## config.mk

```make
export PLATFORM = sky130hd
export DESIGN_NAME = alu_nibble_sequencer
export DESIGN_NICKNAME = d
export VERILOG_FILES = /design/src/rtl/alu_nibble_sequencer.sv
export SDC_FILE = /design/constraint.sdc
export NUM_CORES = 1
export LEC_CHECK = 0
export CAP_MARGIN = 20
export CORE_MARGIN = 3
export CORE_UTILIZATION = 35
export DETAILED_ROUTE_END_ITERATION = 7
export GPL_ROUTABILITY_DRIVEN = 1
export PLACE_DENSITY_LB_ADDON = 0.25
export SETUP_SLACK_MARGIN = 0.4
export SYNTH_ARGS = -nofsm -noshare
export SYNTH_HDL_FRONTEND = slang
export SYNTH_SLANG_ARGS = --single-unit
```

## constraint.sdc

```tcl
create_clock -name clk -period 1.74 [get_ports clk]
set_input_delay 0.348 -clock clk [delete_from_list [all_inputs] [get_ports clk]]
set_output_delay 0.348 -clock clk [all_outputs]
set_load 0.02 [all_outputs]
```

## src/rtl/alu_nibble_sequencer.sv

```systemverilog
// alu_nibble_sequencer: runs a WIDTH-bit AND/OR/ADD/SUB/SLT through one external
// 4-bit ALU slice, one nibble per cycle (LSB first), carry registered between nibbles.
// Optional macro SLT_OVF_EN adds an 'overflow' output and makes SLT a signed compare.
module alu_nibble_sequencer #(
    parameter int WIDTH = 16
) (
    input  logic             clk,
    input  logic             reset,
    input  logic             start,
    input  logic [2:0]       op,
    input  logic [WIDTH-1:0] a,
    input  logic [WIDTH-1:0] b,
    output logic             ready,
    output logic             busy,
    output logic             done,
    output logic [WIDTH-1:0] result,
    output logic             zero,
    output logic             cout,
`ifdef SLT_OVF_EN
    output logic             overflow,
`endif
    output logic [3:0]       slice_a,
    output logic [3:0]       slice_b,
    output logic             slice_cin,
    output logic             slice_less,
    output logic [2:0]       slice_op,
    input  logic [3:0]       slice_result,
    input  logic             slice_cout,
    input  logic             slice_set
);

    localparam int NIBBLES = WIDTH / 4;
    localparam int IW      = $clog2(NIBBLES);
    localparam logic [IW-1:0] LAST = IW'(NIBBLES - 1);

    localparam logic [2:0] OP_AND = 3'b000;
    localparam logic [2:0] OP_OR  = 3'b001;
    localparam logic [2:0] OP_ADD = 3'b010;
    localparam logic [2:0] OP_SUB = 3'b110;
    localparam logic [2:0] OP_SLT = 3'b111;

    typedef enum logic [1:0] {
        IDLE = 2'd0,
        RUN  = 2'd1,
        DONE = 2'd2
    } state_t;

    state_t           state, state_n;
    logic [IW-1:0]    idx;
    logic             carry;
    logic [2:0]       op_q;
    logic [WIDTH-1:0] a_q, b_q;
    logic [WIDTH-1:0] res_n;
    logic             is_arith, is_slt, supported, last;
    logic             slt_bit;

    assign is_slt    = (op_q == OP_SLT);
    assign is_arith  = (op_q == OP_ADD) || (op_q == OP_SUB) || is_slt;
    assign supported = is_arith || (op_q == OP_AND) || (op_q == OP_OR);
    assign last      = (idx == LAST);

`ifdef SLT_OVF_EN
    logic ovf_n;
    // Carry into the MSB is recovered from the sum bit and the (possibly inverted) operand MSBs.
    assign ovf_n   = is_arith & (slice_set ^ a_q[WIDTH-1] ^ b_q[WIDTH-1] ^ op_q[2] ^ slice_cout);
    assign slt_bit = slice_set ^ ovf_n;
`else
    assign slt_bit = slice_set;
`endif

    // State register
    always_ff @(posedge clk) begin
        if (reset) state <= IDLE;
        else       state <= state_n;
    end

    // Next-state and handshake outputs
    always_comb begin
        state_n = state;
        ready   = 1'b0;
        busy    = 1'b0;
        done    = 1'b0;
        case (state)
            IDLE: begin
                ready = 1'b1;
                if (start) state_n = RUN;
            end
            RUN: begin
                busy = 1'b1;
                if (last) state_n = DONE;
            end
            DONE: begin
                done    = 1'b1;
                state_n = IDLE;
            end
            default: state_n = IDLE;
        endcase
    end

    // Slice drive and next result image for the current nibble
    always_comb begin
        slice_a    = '0;
        slice_b    = '0;
        slice_cin  = 1'b0;
        slice_less = 1'b0;
        slice_op   = '0;
        res_n      = result;
        if (state == RUN) begin
            slice_cin = carry;
            slice_op  = !supported ? OP_AND : (is_slt ? OP_SUB : op_q);
            for (int unsigned i = 0; i < NIBBLES; i++) begin
                if (idx == IW'(i)) begin
                    slice_a = a_q[4*i +: 4];
                    slice_b = b_q[4*i +: 4];
                    if (!supported)  res_n[4*i +: 4] = 4'h0;
                    else if (!is_slt) res_n[4*i +: 4] = slice_result;
                end
            end
            // SLT result is decided only once the top nibble's sign is known.
            if (is_slt && last) begin
                res_n    = '0;
                res_n[0] = slt_bit;
            end
        end
    end

    // Operand latch, nibble sequencing and result/flag registers
    always_ff @(posedge clk) begin
        if (reset) begin
            idx    <= '0;
            carry  <= 1'b0;
            op_q   <= '0;
            a_q    <= '0;
            b_q    <= '0;
            result <= '0;
            zero   <= 1'b1;
            cout   <= 1'b0;
`ifdef SLT_OVF_EN
            overflow <= 1'b0;
`endif
        end else begin
            case (state)
                IDLE: begin
                    if (start) begin
                        op_q  <= op;
                        a_q   <= a;
                        b_q   <= b;
                        idx   <= '0;
                        carry <= (op == OP_SUB) || (op == OP_SLT);
                    end
                end
                RUN: begin
                    result <= res_n;
                    carry  <= slice_cout;
                    idx    <= last ? '0 : idx + 1'b1;
                    if (last) begin
                        zero <= (res_n == '0);
                        cout <= is_arith & slice_cout;
`ifdef SLT_OVF_EN
                        overflow <= ovf_n;
`endif
                    end
                end
                default: ;
            endcase
        end
    end

endmodule

```

Word level (Yosys, flattened, before mapping)
Cells that the tools add are included.
W data, S select, Z words.
{"block": "totals", "output_inout_bits": 34, "romBits": 0, "latchBits": 0, "memories": 0, "inputBits": 44, "elab_cells": 78, "regBits": 58, "ram_bits": 0}
{"block": "classes", "mul": 0, "magnitude_cmp": 0, "bitwise": 1, "n_addsub": 1, "n_reduce_logical": 15, "muxes": 39, "shift": 0, "n_eq_ne": 13, "n_div": 0}
{"cell": "$mux W4", "n": 22}
{"cell": "$mux W16", "n": 2}
{"cell": "$logic_not A16 Y1", "n": 1}
{"cell": "$eq A3 B3 Y1 const B", "n": 4}
{"cell": "$mux W3", "n": 3}
{"cell": "$mux W2", "n": 4}
{"cell": "$pmux W2 S2", "n": 2}
{"cell": "$reduce_and A2 Y1", "n": 4}
{"cell": "$eq A2 B2 Y1 const B", "n": 3}
{"cell": "$logic_or A1 B1 Y1", "n": 5}
{"cell": "$mux W1", "n": 5}
{"cell": "$eq A2 B1 Y1 const B", "n": 2}
{"cell": "$logic_not A2 Y1", "n": 2}
{"cell": "$ne A2 B2 Y1 const B", "n": 2}
{"cell": "$eq A3 B1 Y1 const B", "n": 1}
{"cell": "$eq A3 B2 Y1 const B", "n": 1}
{"cell": "$logic_not A3 Y1", "n": 1}
{"cell": "$add A2 B1 Y2 const B", "n": 1}
{"cell": "$pmux W1 S2", "n": 1}
{"cell": "$reduce_bool A2 Y1", "n": 1}
{"cell": "$and A1 B1 Y1", "n": 1}
{"cell": "$logic_and A1 B1 Y1", "n": 1}

Depth between registers and ports, before layout
Gate-level depths: netlist of run 1.
{"block": "logic_depth", "word_depth": 10, "depth_mapped": 9}

Least setup slack after synthesis of run 1
Ideal clock, no wire load.
{"block": "synth_path", "path_kind": "reg2out", "start": "register idx[0]", "end": "output slice_b[1]", "path_stages_with_launch": 10, "t_arrival_ps": 1584, "setup_slack_ps": -192, "n_path_buf": 1, "path_cell_list": "dfxtp_1 -> inv_1 -> ha_1 -> buf_1 -> nand3b_1 -> a21oi_1 -> a21oi_1 -> nor2_1 -> a21oi_1 -> nor2_1"}
{"block": "synth_between", "elab_chain_cells": 6, "elab_cells_between_ends": 9, "classes_between": "3 x eq/ne; 5 x mux; 1 x reduce/logical"}
{"element": "start: declaration", "line_no": "49", "text": "logic [IW-1:0] idx;"}
{"element": "start signal: assignment", "line_no": "155", "text": "idx <= last ? '0 : idx + 1'b1;"}
{"element": "$logic_not A2 Y1", "line_no": "112", "text": "if (idx == IW'(i)) begin"}
{"element": "$mux W4 (3 in a row)", "line_no": "112"}
{"element": "$mux W4 *", "line_no": "112"}
{"element": "$mux W4 *", "line_no": "108", "text": "if (state == RUN) begin"}
{"element": "end: declaration", "line_no": "23", "text": "output logic [3:0] slice_b,"}
Every way passes the cells marked *; elsewhere a longest branch is shown, timed or not.

Worst setup path in the final report of run 1
Same ends and word-level chain as after synthesis.

==> impl_metrics.json, run 1 <==
{
  "final_setup_violations": 11,
  "finalNetCount": 573,
  "final_antenna_net_count": 0,
  "hold_viol_final": 0,
  "outcome": "finished with violations",
  "avgViaCountPerCell": 5.090,
  "h-tree-depth": 3,
  "floorplan.io_pins": 78,
  "hold_depth": 2,
  "final-max-slew-violation-count": 0,
  "grt_use_total": 0.1886,
  "globalplace.congestion": 0.9281,
  "reg2reg_from": "idx[1]",
  "cap_violations": 0,
  "syn_to_final_growth_pct": 63.06,
  "synthesized_area_fraction_occupied_by_ao_oa_aoi_and_oai_cells": 0.2319,
  "placedCellCount": 595,
  "die-area_um2": 9423,
  "grt_pass1_wl_um": 14680,
  "clock-root-buffer": "sky130_fd_sc_hd__clkbuf_8",
  "worstHoldStart": "result[12]",
  "post_synth_num_cell_types": 50,
  "slack_of_the_critical_path_ns": -0.3369,
  "synth-simple-area-share": 0.2634,
  "fraction_of_final_layout_cells_sized_beyond_drive_strength_1": 0.3585,
  "hold_path_end": "result[12]",
  "ff2ff_path_depth": 10,
  "finalClockSkew_ns": 0.009716,
  "critPathMostFrequentCell": "sky130_fd_sc_hd__a21oi_1",
  "tritoncts": "built",
  "maximum_buffer_depth_of_the_clock_tree": 2,
  "vias_in_the_first_global_route": 3125,
  "timing.hold.worst.class": "reg2reg",
  "postLayoutCellArea_um2": 4733,
  "clk-insertion-delay-late_ns": 0.34,
  "dr_total_vias": 3217,
  "final.period_utilization": 1.194,
  "critical_path.cell_chain": "ha_4 > nand3b_1 > a21oi_2 > a21oi_1 > nor2_1 > a21oi_1 > nor2_2 > buf_6",
  "cp-start-kind": "flip-flop",
  "area_post_placement_um2": 4214,
  "synth_top_family_by_area": "simple AND/OR/NAND/NOR gates",
  "dr.first_iter.drc_count": 99,
  "core_um2": 7888,
  "antennaDiodeCount": 0,
  "cp_data_arrival_time_ns": 1.73,
  "worst_pin_slew_ns": 0.5391,
  "yosys.area_share.xor_xnor": 0,
  "synth_fa_ha_area_frac": 0.01724,
  "synth_top_flop_cell": "sky130_fd_sc_hd__dfxtp_1",
  "synth_sequential_area_ratio": 0.4000,
  "synthesis.area_per_instance_um2": 7.349,
  "worst_path_largest_cell_delay_ns": 0.39,
  "post_synth_instance_area_um2": 2903,
  "grt_overflow": 0,
  "synthesis.instances": 395,
  "total_leakage_power_nw": 1.918,
  "power-per-cell-area_nw_per_um2": 753.6,
  "max_slew_headroom_at_the_worst_pin": 0.6406,
  "placementRows": 32,
  "postSynthNetCount": 443,
  "postSynthRegisterBits": 58,
  "placement.io_buffers": 76,
  "cts_hold_buffers": 0,
  "crit_buf_inv": 1,
  "endpoint_kind_of_the_worst_setup_timing_path": "output port",
  "synthArstFlopShare": 0,
  "synth_mux_area_frac": 0.02586,
  "post-dp-hpwl_um": 6205,
  "antenna_found_initial": 0,
  "fmaxAchievable_mhz": 481.5,
  "non_filler_cells_final": 632,
  "largest_net_degree_at_the_start_of_global_routing": 38,
  "worst_path_max_delay_cell": "sky130_fd_sc_hd__dfxtp_4",
  "max-vdd-ir-drop_mv": 0.4860,
  "initial_core_util": 0.3680,
  "clock_sinks": 58,
  "route.detailed.wl_per_inst_um": 14.56,
  "grt_setup_unrepaired": "true",
  "cts_inserted_buffers": 9,
  "cpLargestDelayFamily": "flip-flops",
  "start_point_of_the_critical_path": "idx[0]",
  "setup.reg_to_reg.worst_slack_ns": -0.31,
  "drt_pre_antenna_iters": 4,
  "remaining_drcs": 0,
  "critical_path_required_ns": 1.39,
  "synth-edff-count": 0,
  "critical_path_peak_fanout": 16,
  "die_width_um": 97.07,
  "floorplan.die.height_um": 97.07,
  "yosys_warnings": 0,
  "capture_instance_of_the_worst_register_to_register_path": "zero",
  "failed_checks": "setup timing",
  "timing.setup.critical_path_class": "reg2out",
  "final.hold.worst_slack_ns": 0.4540,
  "cts.reportedPaths.clkPinSlew_ns": 0.07,
  "drt-total-wl_um": 9204,
  "finalCriticalPeriod_ns": 2.077
}
sequential cells by signal, indices dropped and copies added (netlist names):
signal / count
a_q: 16
b_q: 16
carry: 1
cout: 1
idx: 2
op_q: 3
result: 16
state: 2
zero: 1
cell families (layout without fill, tap and decap cells):
family                   after synthesis  in the layout
adder cells (fa/ha/maj)                4              4
AND/OR/NAND/NOR                      174            174
other                                  1              1
multiplexers                           5              5
flip-flops                            58             58
AO/OA/AOI/OAI                        114            114
buffers and inverters                 39            174
worst reg2reg max path, stage by stage (launching register included):
cell,delay [ns]
sky130_fd_sc_hd__dfxtp_4,0.36
sky130_fd_sc_hd__buf_4,0.13
sky130_fd_sc_hd__ha_2,0.22
sky130_fd_sc_hd__buf_4,0.14
sky130_fd_sc_hd__nand2_1,0.09
sky130_fd_sc_hd__o22ai_1,0.13
sky130_fd_sc_hd__a222oi_1,0.11
sky130_fd_sc_hd__buf_4,0.16
sky130_fd_sc_hd__a2111oi_2,0.28
sky130_fd_sc_hd__nand4_1,0.18
sky130_fd_sc_hd__o31ai_2,0.19
layer usage:
metal  GRT usage  up-vias  part of all wire
met2      0.3238      107              0.49
met3     0.04738       24             0.054
met5           0        -                 0
met1      0.2205     1484              0.42
met4     0.08531        0             0.030
li1            -     1602                 -
synthesized netlist by cell type, types with 2 or more instances:
master,instances,area share
sky130_fd_sc_hd__a21oi_1,82,0.14
sky130_fd_sc_hd__a31oi_1,4,0.0086
sky130_fd_sc_hd__and2_1,4,0.0086
sky130_fd_sc_hd__and3_1,5,0.011
sky130_fd_sc_hd__buf_1,4,0.0052
sky130_fd_sc_hd__buf_2,2,0.0034
sky130_fd_sc_hd__buf_4,4,0.010
sky130_fd_sc_hd__clkbuf_1,19,0.025
sky130_fd_sc_hd__dfxtp_1,58,0.40
sky130_fd_sc_hd__ha_1,4,0.017
sky130_fd_sc_hd__inv_1,6,0.0078
sky130_fd_sc_hd__inv_2,2,0.0026
sky130_fd_sc_hd__mux2_4,2,0.010
sky130_fd_sc_hd__nand2_1,93,0.12
sky130_fd_sc_hd__nand2b_1,2,0.0043
sky130_fd_sc_hd__nand3_1,4,0.0069
sky130_fd_sc_hd__nand3b_1,10,0.026
sky130_fd_sc_hd__nand4_1,2,0.0043
sky130_fd_sc_hd__nor2_1,38,0.049
sky130_fd_sc_hd__nor2b_1,5,0.011
sky130_fd_sc_hd__nor3_1,7,0.012
sky130_fd_sc_hd__o21ai_0,7,0.012
sky130_fd_sc_hd__o22ai_1,2,0.0043
sky130_fd_sc_hd__o2bb2ai_1,3,0.0091
where the power goes:
| group | switching (mW) | internal, mW | total, mW |
|---|---|---|---|
| Combinational | 0.424 | 0.455 | 0.879 |
| Clock | 0.565 | 0.664 | 1.23 |
| Sequential | 0.0610 | 1.40 | 1.46 |
| Total | 1.05 | 2.52 | 3.57 |
repair_timing:
action | in CTS | in global routing
gates resized for setup | 187 | 34
gates cloned | 1 | 0
setup endpoints to repair | 53 | 71
pin swaps | 7 | 4
setup buffers | 16 | 4
worst max-delay path by stage:
stage	end	slack (ns)	cells past startpoint
2_1_floorplan	slice_b[0]	0.02	9
3_3_place_gp	slice_b[0]	-0.41	9
3_5_place_dp	zero	-0.42	7
4_1_cts	slice_b[0]	-0.34	9
5_1_grt	zero	-0.44	9
6_report	slice_b[1]	-0.34	8
cell type report:
class                      instances  area [µm²]
tap                              102       127.6
inverter                           8       42.54
fill                             709        3154
sequential                        58        1185
clock buffer                      10       127.6
timing repair buffer             149        1365
timing repair inverter             1       11.26
multi-input combinational        298        1808
clock inverter                     6       66.31
cell usage in the layout (no fill, tap or decap), types with 3 or more instances in the layout:
master                            count
sky130_fd_sc_hd__nor3_2               3
sky130_fd_sc_hd__clkbuf_8             9
sky130_fd_sc_hd__nand3_1              4
sky130_fd_sc_hd__buf_2               14
sky130_fd_sc_hd__nand2_1             91
sky130_fd_sc_hd__nor2_2              10
sky130_fd_sc_hd__dfxtp_4              6
sky130_fd_sc_hd__o21ai_1              3
sky130_fd_sc_hd__o21ai_0              4
sky130_fd_sc_hd__buf_6               33
sky130_fd_sc_hd__and3_4               4
sky130_fd_sc_hd__a21oi_2              6
sky130_fd_sc_hd__a21oi_1             75
sky130_fd_sc_hd__a31oi_1              4
sky130_fd_sc_hd__nor3_1               3
sky130_fd_sc_hd__nor2b_1              4
sky130_fd_sc_hd__inv_1                3
sky130_fd_sc_hd__clkdlybuf4s50_1     41
sky130_fd_sc_hd__nor2_1              27
sky130_fd_sc_hd__ha_4                 3
sky130_fd_sc_hd__nand3b_1            10
sky130_fd_sc_hd__dfxtp_1             51
sky130_fd_sc_hd__buf_4               51
sky130_fd_sc_hd__mux2_4               4
sky130_fd_sc_hd__buf_12               4
sky130_fd_sc_hd__clkbuf_2             3
per-stage QoR:
stage / utilization / total power, mW / TNS, ns / setup WS [ns]
after floorplan: - / 1.919 / 0 / 0.01919
after global placement: 0.5343 / 2.239 / -4.973 / -0.4141
after detailed placement: 0.5343 / 2.253 / -5.359 / -0.4232
after CTS: 0.5918 / 3.548 / -2.996 / -0.3407
after global routing: 0.6001 / 3.724 / -3.984 / -0.4361
final: 0.6001 / 3.567 / -2.848 / -0.3369
(Power assumes the default switching activity.)
==> inputs of run 2 (changes only) <==
- ABC_CLOCK_PERIOD_IN_PS: default -> 1740
==> results of run 2 <==
No change in the layout: final DEF, timing and power equal those of run 1.
